### src/rtl/freq_meter_pkg.sv
// freq_meter shared definitions: FSM state encoding and
// default timing constants.
package freq_meter_pkg;

  localparam logic [1:0] ST_IDLE    = 2'd0;
  localparam logic [1:0] ST_MEASURE = 2'd1;
  localparam logic [1:0] ST_DONE    = 2'd2;

  localparam int CLK_HZ              = 50000000;
  localparam int GATE_CYCLES_DEFAULT = 50000;

  typedef enum logic [1:0] {
    S_IDLE    = ST_IDLE,
    S_MEASURE = ST_MEASURE,
    S_DONE    = ST_DONE
  } state_t;

endpackage

### src/rtl/sync_rise_detect.sv
// Two-flop synchronizer plus delay flop for an async input;
// emits a one-cycle rise pulse on each synchronized 0->1.
module sync_rise_detect (
  input  logic clk,
  input  logic reset,
  input  logic d,
  output logic rise
);

  logic sync1;
  logic sync2;
  logic sync3;

  // synchronizer chain and edge-detect delay stage
  always_ff @(posedge clk) begin
    if (reset) begin
      sync1 <= 1'b0;
      sync2 <= 1'b0;
      sync3 <= 1'b0;
    end else begin
      sync1 <= d;
      sync2 <= sync1;
      sync3 <= sync2;
    end
  end

  assign rise = sync2 & ~sync3;

endmodule

### src/rtl/freq_meter.sv
// Gated edge counter: counts sig_in rises over GATE_CYCLES
// clocks. FREQ_METER_CONTINUOUS_EN re-arms after each window.
module freq_meter
  import freq_meter_pkg::*;
#(
  parameter int GATE_CYCLES = GATE_CYCLES_DEFAULT,
  parameter int COUNT_W     = 18
) (
  input  logic               clock_in,
  input  logic               reset,
  input  logic               start,
  input  logic               sig_in,
  output logic               busy,
  output logic               valid,
  output logic [COUNT_W-1:0] count_out,
  output logic               overflow
);

  localparam int GW = $clog2(GATE_CYCLES);
  localparam logic [GW-1:0] GATE_LAST = GW'(GATE_CYCLES - 1);

  state_t             state;
  logic [GW-1:0]      gate_cnt;
  logic [COUNT_W-1:0] edge_cnt;
  logic               ovf_int;
  logic               rise;
  logic [COUNT_W-1:0] edge_nxt;
  logic               ovf_nxt;

  sync_rise_detect u_sync (
    .clk   (clock_in),
    .reset (reset),
    .d     (sig_in),
    .rise  (rise)
  );

  // saturating edge count including this cycle's rise
  always_comb begin
    edge_nxt = edge_cnt;
    ovf_nxt  = ovf_int;
    if (rise) begin
      if (&edge_cnt) ovf_nxt  = 1'b1;
      else           edge_nxt = edge_cnt + COUNT_W'(1);
    end
  end

  // measurement FSM with gate and edge counters
  always_ff @(posedge clock_in) begin
    if (reset) begin
      state     <= S_IDLE;
      gate_cnt  <= '0;
      edge_cnt  <= '0;
      ovf_int   <= 1'b0;
      busy      <= 1'b0;
      valid     <= 1'b0;
      count_out <= '0;
      overflow  <= 1'b0;
    end else begin
      valid <= 1'b0;
      unique case (state)
        S_IDLE: begin
          if (start) begin
            state    <= S_MEASURE;
            busy     <= 1'b1;
            gate_cnt <= '0;
            edge_cnt <= '0;
            ovf_int  <= 1'b0;
          end
        end
        S_MEASURE: begin
          gate_cnt <= gate_cnt + GW'(1);
          edge_cnt <= edge_nxt;
          ovf_int  <= ovf_nxt;
          if (gate_cnt == GATE_LAST) begin
            count_out <= edge_nxt;
            overflow  <= ovf_nxt;
            valid     <= 1'b1;
            state     <= S_DONE;
          end
        end
        S_DONE: begin
`ifdef FREQ_METER_CONTINUOUS_EN
          state    <= S_MEASURE;
          gate_cnt <= '0;
          edge_cnt <= '0;
          ovf_int  <= 1'b0;
`else
          state <= S_IDLE;
          busy  <= 1'b0;
`endif
        end
        default: begin
          state <= S_IDLE;
          busy  <= 1'b0;
        end
      endcase
    end
  end

endmodule

### config.mk
export PLATFORM = sky130hd
export DESIGN_NAME = freq_meter
export DESIGN_NICKNAME = d
export VERILOG_FILES = /design/src/rtl/freq_meter_pkg.sv /design/src/rtl/sync_rise_detect.sv /design/src/rtl/freq_meter.sv
export SDC_FILE = /design/constraint.sdc
export NUM_CORES = 1
export LEC_CHECK = 0
export CORE_MARGIN = 2
export CORE_UTILIZATION = 52
export DETAILED_ROUTE_END_ITERATION = 10
export GPL_ROUTABILITY_DRIVEN = 0
export HOLD_SLACK_MARGIN = 0.02
export PLACE_DENSITY_LB_ADDON = 0.05
export SYNTH_ARGS = -nofsm -noshare
export SYNTH_HDL_FRONTEND = slang
export SYNTH_SLANG_ARGS = --single-unit
### constraint.sdc
create_clock -name clock_in -period 1.7 [get_ports clock_in]
set_input_delay 0.34 -clock clock_in [delete_from_list [all_inputs] [get_ports clock_in]]
set_output_delay 0.34 -clock clock_in [all_outputs]
set_load 0.005 [all_outputs]
==> results of run 1 <==
-- placed cells by master, fill, tap and decap left out, types with 3 or more instances in the layout --
master,instances
dfxtp_1,50
xnor2_1,12
nand3_1,10
inv_1,4
buf_6,3
nor2_1,36
a31oi_1,14
o21ai_1,5
a211oi_1,14
buf_12,3
a21o_1,4
dfxtp_2,10
a22oi_1,3
clkbuf_8,10
nand2b_1,8
nand3_2,4
clkdlybuf4s50_1,24
nor2b_1,6
buf_4,71
nand2_1,23
and4_1,3
a211oi_2,5
and3_1,6
nor3_1,8
o21ai_0,19
and2_1,3
a21oi_1,25
nand4_1,7
-- stage by stage --
stage | hold WS [ns] | worst slack, ns
6_report | 0.442 | -0.0334
2_1_floorplan | 0.414 | 0.000557
4_1_cts | 0.444 | -0.0452
3_3_place_gp | 0.432 | -0.0998
5_1_grt | 0.480 | -0.0640
3_5_place_dp | 0.429 | -0.124
-- cells by family (layout without fill, tap and decap cells) --
family | after synthesis | after routing
and+or+nand+nor | 150 | 150
AOI/OAI and AO/OA | 111 | 111
DFF | 61 | 61
muxes | 1 | 1
xor gates and xnor gates | 12 | 12
buffers and inverters | 27 | 123
adders and majority gates | 2 | 2
-- path summary, 6_finish.rpt --
kind                       end  slack (ns)  cells past startpoint
hold / removal    u_sync.sync2        0.44                      1
setup / recovery  edge_cnt[14]       -0.03                      8
hold reg to reg   u_sync.sync2        0.44                      1
setup reg to reg  edge_cnt[14]       -0.03                      8
-- report_power, final --
| part | switching (mW) | total, mW | internal (mW) | leakage, nW |
|---|---|---|---|---|
| logic | 0.105 | 0.186 | 0.0808 | 0.960 |
| registers | 0.0100 | 1.45 | 1.44 | 0.498 |
| clock network | 0.592 | 1.31 | 0.713 | 0.0964 |
| total | 0.707 | 2.94 | 2.23 | 1.55 |
-- final cells by class --
cell class              instances  area [µm²]  share of cell area
repair buffers                101         867               0.200
well taps                      75        93.8              0.0217
flip-flops and latches         61        1240               0.286
inverters                       6        22.5             0.00521
clock buffers                  12         145              0.0335
multi-input cells             276        1910               0.442
clock inverters                 4        47.5              0.0110
-- state kept, by name, indices dropped and copies added, names as in the netlist --
signal,count
edge_cnt,18
valid,1
u_sync.sync3,1
u_sync.sync1,1
gate_cnt,16
overflow,1
state,2
busy,1
u_sync.sync2,1
count_out,18
ovf_int,1
-- repair_timing --
item,in CTS,in global routing
setup endpoints to repair,6,38
gates cloned,0,0
setup buffers,4,3
resized for setup,7,34
pin swaps,5,23
-- per-layer routing --
| layer | routed length [µm] | vias up | track usage | share of wire |
|---|---|---|---|---|
| li1 | - | 1538 | - | - |
| met3 | 275 | 19 | 0.0422 | 0.032 |
| met1 | 3550 | 1435 | 0.285 | 0.42 |
| met5 | 0 | - | 0 | 0 |
| met2 | 4450 | 68 | 0.480 | 0.52 |
| met4 | 206 | 0 | 0.136 | 0.024 |
-- worst max-delay path, stage by stage, from the launching register on --
cell     delay [ns]
dfxtp_2        0.36
ha_4           0.16
nand3_4        0.09
or3_4          0.39
buf_4          0.16
nand4_1        0.18
buf_4          0.15
nand2_1        0.05
a31oi_1        0.12
==> metrics.cfg, run 1 <==
[run_status]
status = complete, but fails checks
failed_checks = negative setup slack

[route]
drc = 0
detail_route.wirelength_um = 8490
ant_nets = 0
drt_pass1_iterations = 4
wire_per_inst_um = 15.9
via_count = 3060
viasPerCell = 5.72
drtIter0Drc = 160

[synthesis]
synth-compound-area-share = 0.239
ys_warn_count = 0
synth-simple-area-share = 0.283
synth_fa_ha_area_frac = 0.00804
synth_ff_type = dfxtp_1
netlist_instances = 364
synth_mux_area_frac = 0.00322
synth_top_area_frac = 0.392
syn_area_mm2 = 0.00311
synth-async-reset-ratio = 0
yosys_register_bits = 61
synth_top_family_by_area = simple AND/OR/NAND/NOR gates
avgSynthCellArea_um2 = 8.55
synth_area_leader_cell = dfxtp_1
synth_common_cells = dfxtp_1 (61), nor2_1 (36), a21oi_1 (26)
ys_seq_area_frac = 0.392
synth_area_leaders = dfxtp_1 (39%), nor2_1 (4.3%), a21oi_1 (4.2%)
synth_xor_area_frac = 0.0338
yosysUniqueCellTypes = 60
syn_nets = 370
synth_edf_count = 0
yosysMostFrequentCell = dfxtp_1

[cells_and_area]
fin_cells = 535
synthToLayoutAreaGrowth_pct = 39.0
finalInstanceArea_mm2 = 0.00433
antennaDiodeCount = 0
filler_cell_count = 436
drive_above_1_share = 0.315
nets = 461
post-route-util = 0.740

[run]
drv_cap = 0

[clock_network]
cts.sinks = 61
clock_latency_ns = 0.34
cts_root_buffer = clkbuf_8
clk_path_buf_depth = 2
cts_hold_buffers = 0
htreeDepth = 3
clk_pin_slew_worst_paths_ns = 0.07
cts_tree = done
cts_buffers = 9

[timing]
period_share = 1.02
max_slew_margin = 0.684
clock-skew-final_ns = 0.00582
hold_viol = 0
fmax_mhz = 577
layout_setup_ws_ns = -0.0334
finalSetupViolCount = 1
drv_slew = 0
final.setup.tns_ns = -0.0334
rsz0062_at_grt = true
layout_min_cycle_time_ns = 1.73
worst_slew_pin_slew_ns = 0.474

[power]
power_density_mw_per_mm2 = 679
vdd_drop_max_mv = 0.505
p_total_mw = 2.94
power.leakage_nw = 1.55

[hold_path]
hold_start = u_sync.sync1
hp-class = reg -> reg

[placement]
port_buffers = 24
place_inst = 514
dpl_cell_area_mm2 = 0.00394
hpwl_um = 5920

[setup_path]
setup.worst_path.end_class = flop
critPathLaunchType = flop
critPathKind = reg -> reg
critPathMaxFanout = 4
worstPathArrival_ns = 2.01
timing.rr.start = edge_cnt[0]
crit_path_start = edge_cnt[0]
worstPathRequired_ns = 1.97

[global_routing]
grt_pass1_vias = 2960
grt_first_pass_wirelength_um = 13200
grt_max_degree = 26
grt_overflow = 0
gr-usage-all-layers = 0.261
antenna_found_initial = 0

[die]
die_area_mm2 = 0.00662
ios = 25
dieHeight_um = 81.4
start_util = 0.532
die-width_um = 81.4
fp-row-count = 28
core_region_area_mm2 = 0.00585

(Power assumes the default switching activity.)
==> run 2, diff against run 1 <==
--- a/config.mk
+++ b/config.mk
@@ -12,2 +12,3 @@
 export HOLD_SLACK_MARGIN = 0.02
+export MAX_ROUTING_LAYER = met4
 export PLACE_DENSITY_LB_ADDON = 0.05
==> constraint.sdc (replaced) <==
create_clock -name clock_in -period 1.7 [get_ports clock_in]
set_input_delay 0.255 -clock clock_in [delete_from_list [all_inputs] [get_ports clock_in]]
set_output_delay 0.255 -clock clock_in [all_outputs]
set_load 0.005 [all_outputs]
==> run 2 against run 1 <==
The run still ends with negative setup slack left. Clock power about the same. Non-clock buffer count unchanged. Total power up 0.64%. Highest routed layer unchanged.
==> metrics.cfg, run 2 (synthesis gave the netlist of run 1 again) <==
[setup_path]
worstPathArrival_ns = 1.97
critPathKind = reg -> reg
critical_path.most_common_cell = a211oi_2
r2r_cells = 5
setup.worst_path.end_class = flop
critPathMaxFanout = 3
path_buf_inv = 0
r2r_slack_ns = -0.01
cpPeakStageDelay_ns = 0.56
cp_top_family = simple AND/OR/NAND/NOR gates
critPathLaunchType = flop
cp_slowest_cell = or4_4
worstPathRequired_ns = 1.96
crit_path_cell_trace = nand4_1 > or4_4 > nor3_4 > a211oi_2 > a211oi_2
cp_num_cells = 5

[route]
drc = 0
wire_per_inst_um = 15.4
ant_nets = 0
drt_pass1_iterations = 4
detail_route.wirelength_um = 8240
viasPerCell = 5.71
via_count = 3057
drtIter0Drc = 157

[global_routing]
grt_pass1_vias = 2906
gr-usage-all-layers = 0.262
grt_max_degree = 26
grt_overflow = 0
antenna_found_initial = 0
grt_first_pass_wirelength_um = 12900

[cells_and_area]
seq_area_mm2 = 0.00124
filler_cell_count = 442
fin_cells = 535
nets = 461
finalInstanceArea_mm2 = 0.00434
most-common-layout-cells = buf_4 (73), dfxtp_1 (49), nor2_1 (33)
multi_input_area_mm2 = 0.00193
final_common_cell = buf_4
drive_above_1_share = 0.328
top_regs = count_out x18, edge_cnt x18, gate_cnt x16
antennaDiodeCount = 0
synthToLayoutAreaGrowth_pct = 39.5

[timing]
clock-skew-final_ns = 0.00907
worst_slew_pin_slew_ns = 0.335
period_share = 1.01
fmax_mhz = 585
hold-worst-slack_ns = 0.448
finalSetupViolCount = 2
max_slew_margin = 0.775
drv_slew = 0
rsz0062_at_grt = true
layout_min_cycle_time_ns = 1.71
layout_setup_ws_ns = -0.0100
hold_viol = 0

[clock_network]
cts_root_buffer = clkbuf_8
clk_path_buf_depth = 2
cts_tree = done
cts.sinks = 61
clock_latency_ns = 0.34
cts_buffers = 9
clk_pin_slew_worst_paths_ns = 0.07
cts_hold_buffers = 0
htreeDepth = 3

[die]
die_area_mm2 = 0.00662
die-width_um = 81.4
ios = 25
dieHeight_um = 81.4
core_region_area_mm2 = 0.00585
start_util = 0.532
fp-row-count = 28

[placement]
place_inst = 514
dpl_cell_area_mm2 = 0.00394
hpwl_um = 5880
port_buffers = 24

[hold_path]
hp-class = reg -> reg
holdPathStages = 2

[power]
power.leakage_nw = 1.57
power_density_mw_per_mm2 = 681
vdd_drop_max_mv = 0.653

[run]
drv_cap = 0

[run_status]
failed_checks = negative setup slack
status = complete, but fails checks

## run 2: cell count changes in the layout (fill, tap and decap cells not counted), moves of 2 or more
cell and delta:
buf_6 -2, buf_4 +2, nand3_1 +2, clkinv_4 +2, nor2_1 -3, nor2_2 +3, nand3_2 -2
## run 2: worst paths after layout
check,startpoint,endpoint
worst min-delay path,count_out[14],count_out[14]
worst min register to register,count_out[14],count_out[14]
worst max-delay path,edge_cnt[8],count_out[17]
worst max register to register,edge_cnt[8],count_out[17]
## run 2: stage by stage
stage               total power, mW  worst slack [ns]  TNS (ns)  utilization
finish                         2.96           -0.0100   -0.0107        0.742
global route                   3.06            -0.104    -0.902        0.742
CTS                            2.98          -0.00264  -0.00298        0.710
detailed placement             1.66           -0.0327    -0.105        0.673
global placement               1.66           -0.0162   -0.0279        0.673
floorplan                      1.58          0.000557         0            -
## run 2: where the power goes
| part | internal (mW) | switching [mW] |
|---|---|---|
| Combinational | 0.0806 | 0.108 |
| Sequential | 1.44 | 0.00925 |
| Clock | 0.720 | 0.603 |
## run 2: worst register-to-register path, cell delays in order (launching register included)
cell      delay [ns]
dfxtp_2         0.34
nand4_1         0.14
or4_4           0.56
nor3_4          0.31
a211oi_2        0.11
a211oi_2        0.18
## run 2: area by class of cell
class,instances,share of cell area
Clock inverter,5,0.0138
Timing Repair Buffer,101,0.198
Multi-Input combinational cell,276,0.444
Clock buffer,11,0.0326
Inverter,6,0.00519
Tap cell,75,0.0216
Sequential cell,61,0.285
## run 2: layer usage
layer / part of all wire / GRT usage / wire length (µm)
met1: 0.42 / 0.285 / 3420
met2: 0.52 / 0.455 / 4270
met5: 0 / - / 0
met4: 0.028 / 0.139 / 231
met3: 0.038 / 0.0444 / 311
## run 2: repair_timing
action                                  4_1_cts  5_1_grt
setup buffers                                 0        5
hold endpoints to repair                      0        0
pin swaps                                     4       20
gates resized for setup                       3       43
endpoints found under the setup margin        3       33
==> run 3, diff against run 2 <==
- ABC_CLOCK_PERIOD_IN_PS: not set -> 1700
==> results of run 3 <==
The final DEF is identical to that of run 2; final timing and power are the same.
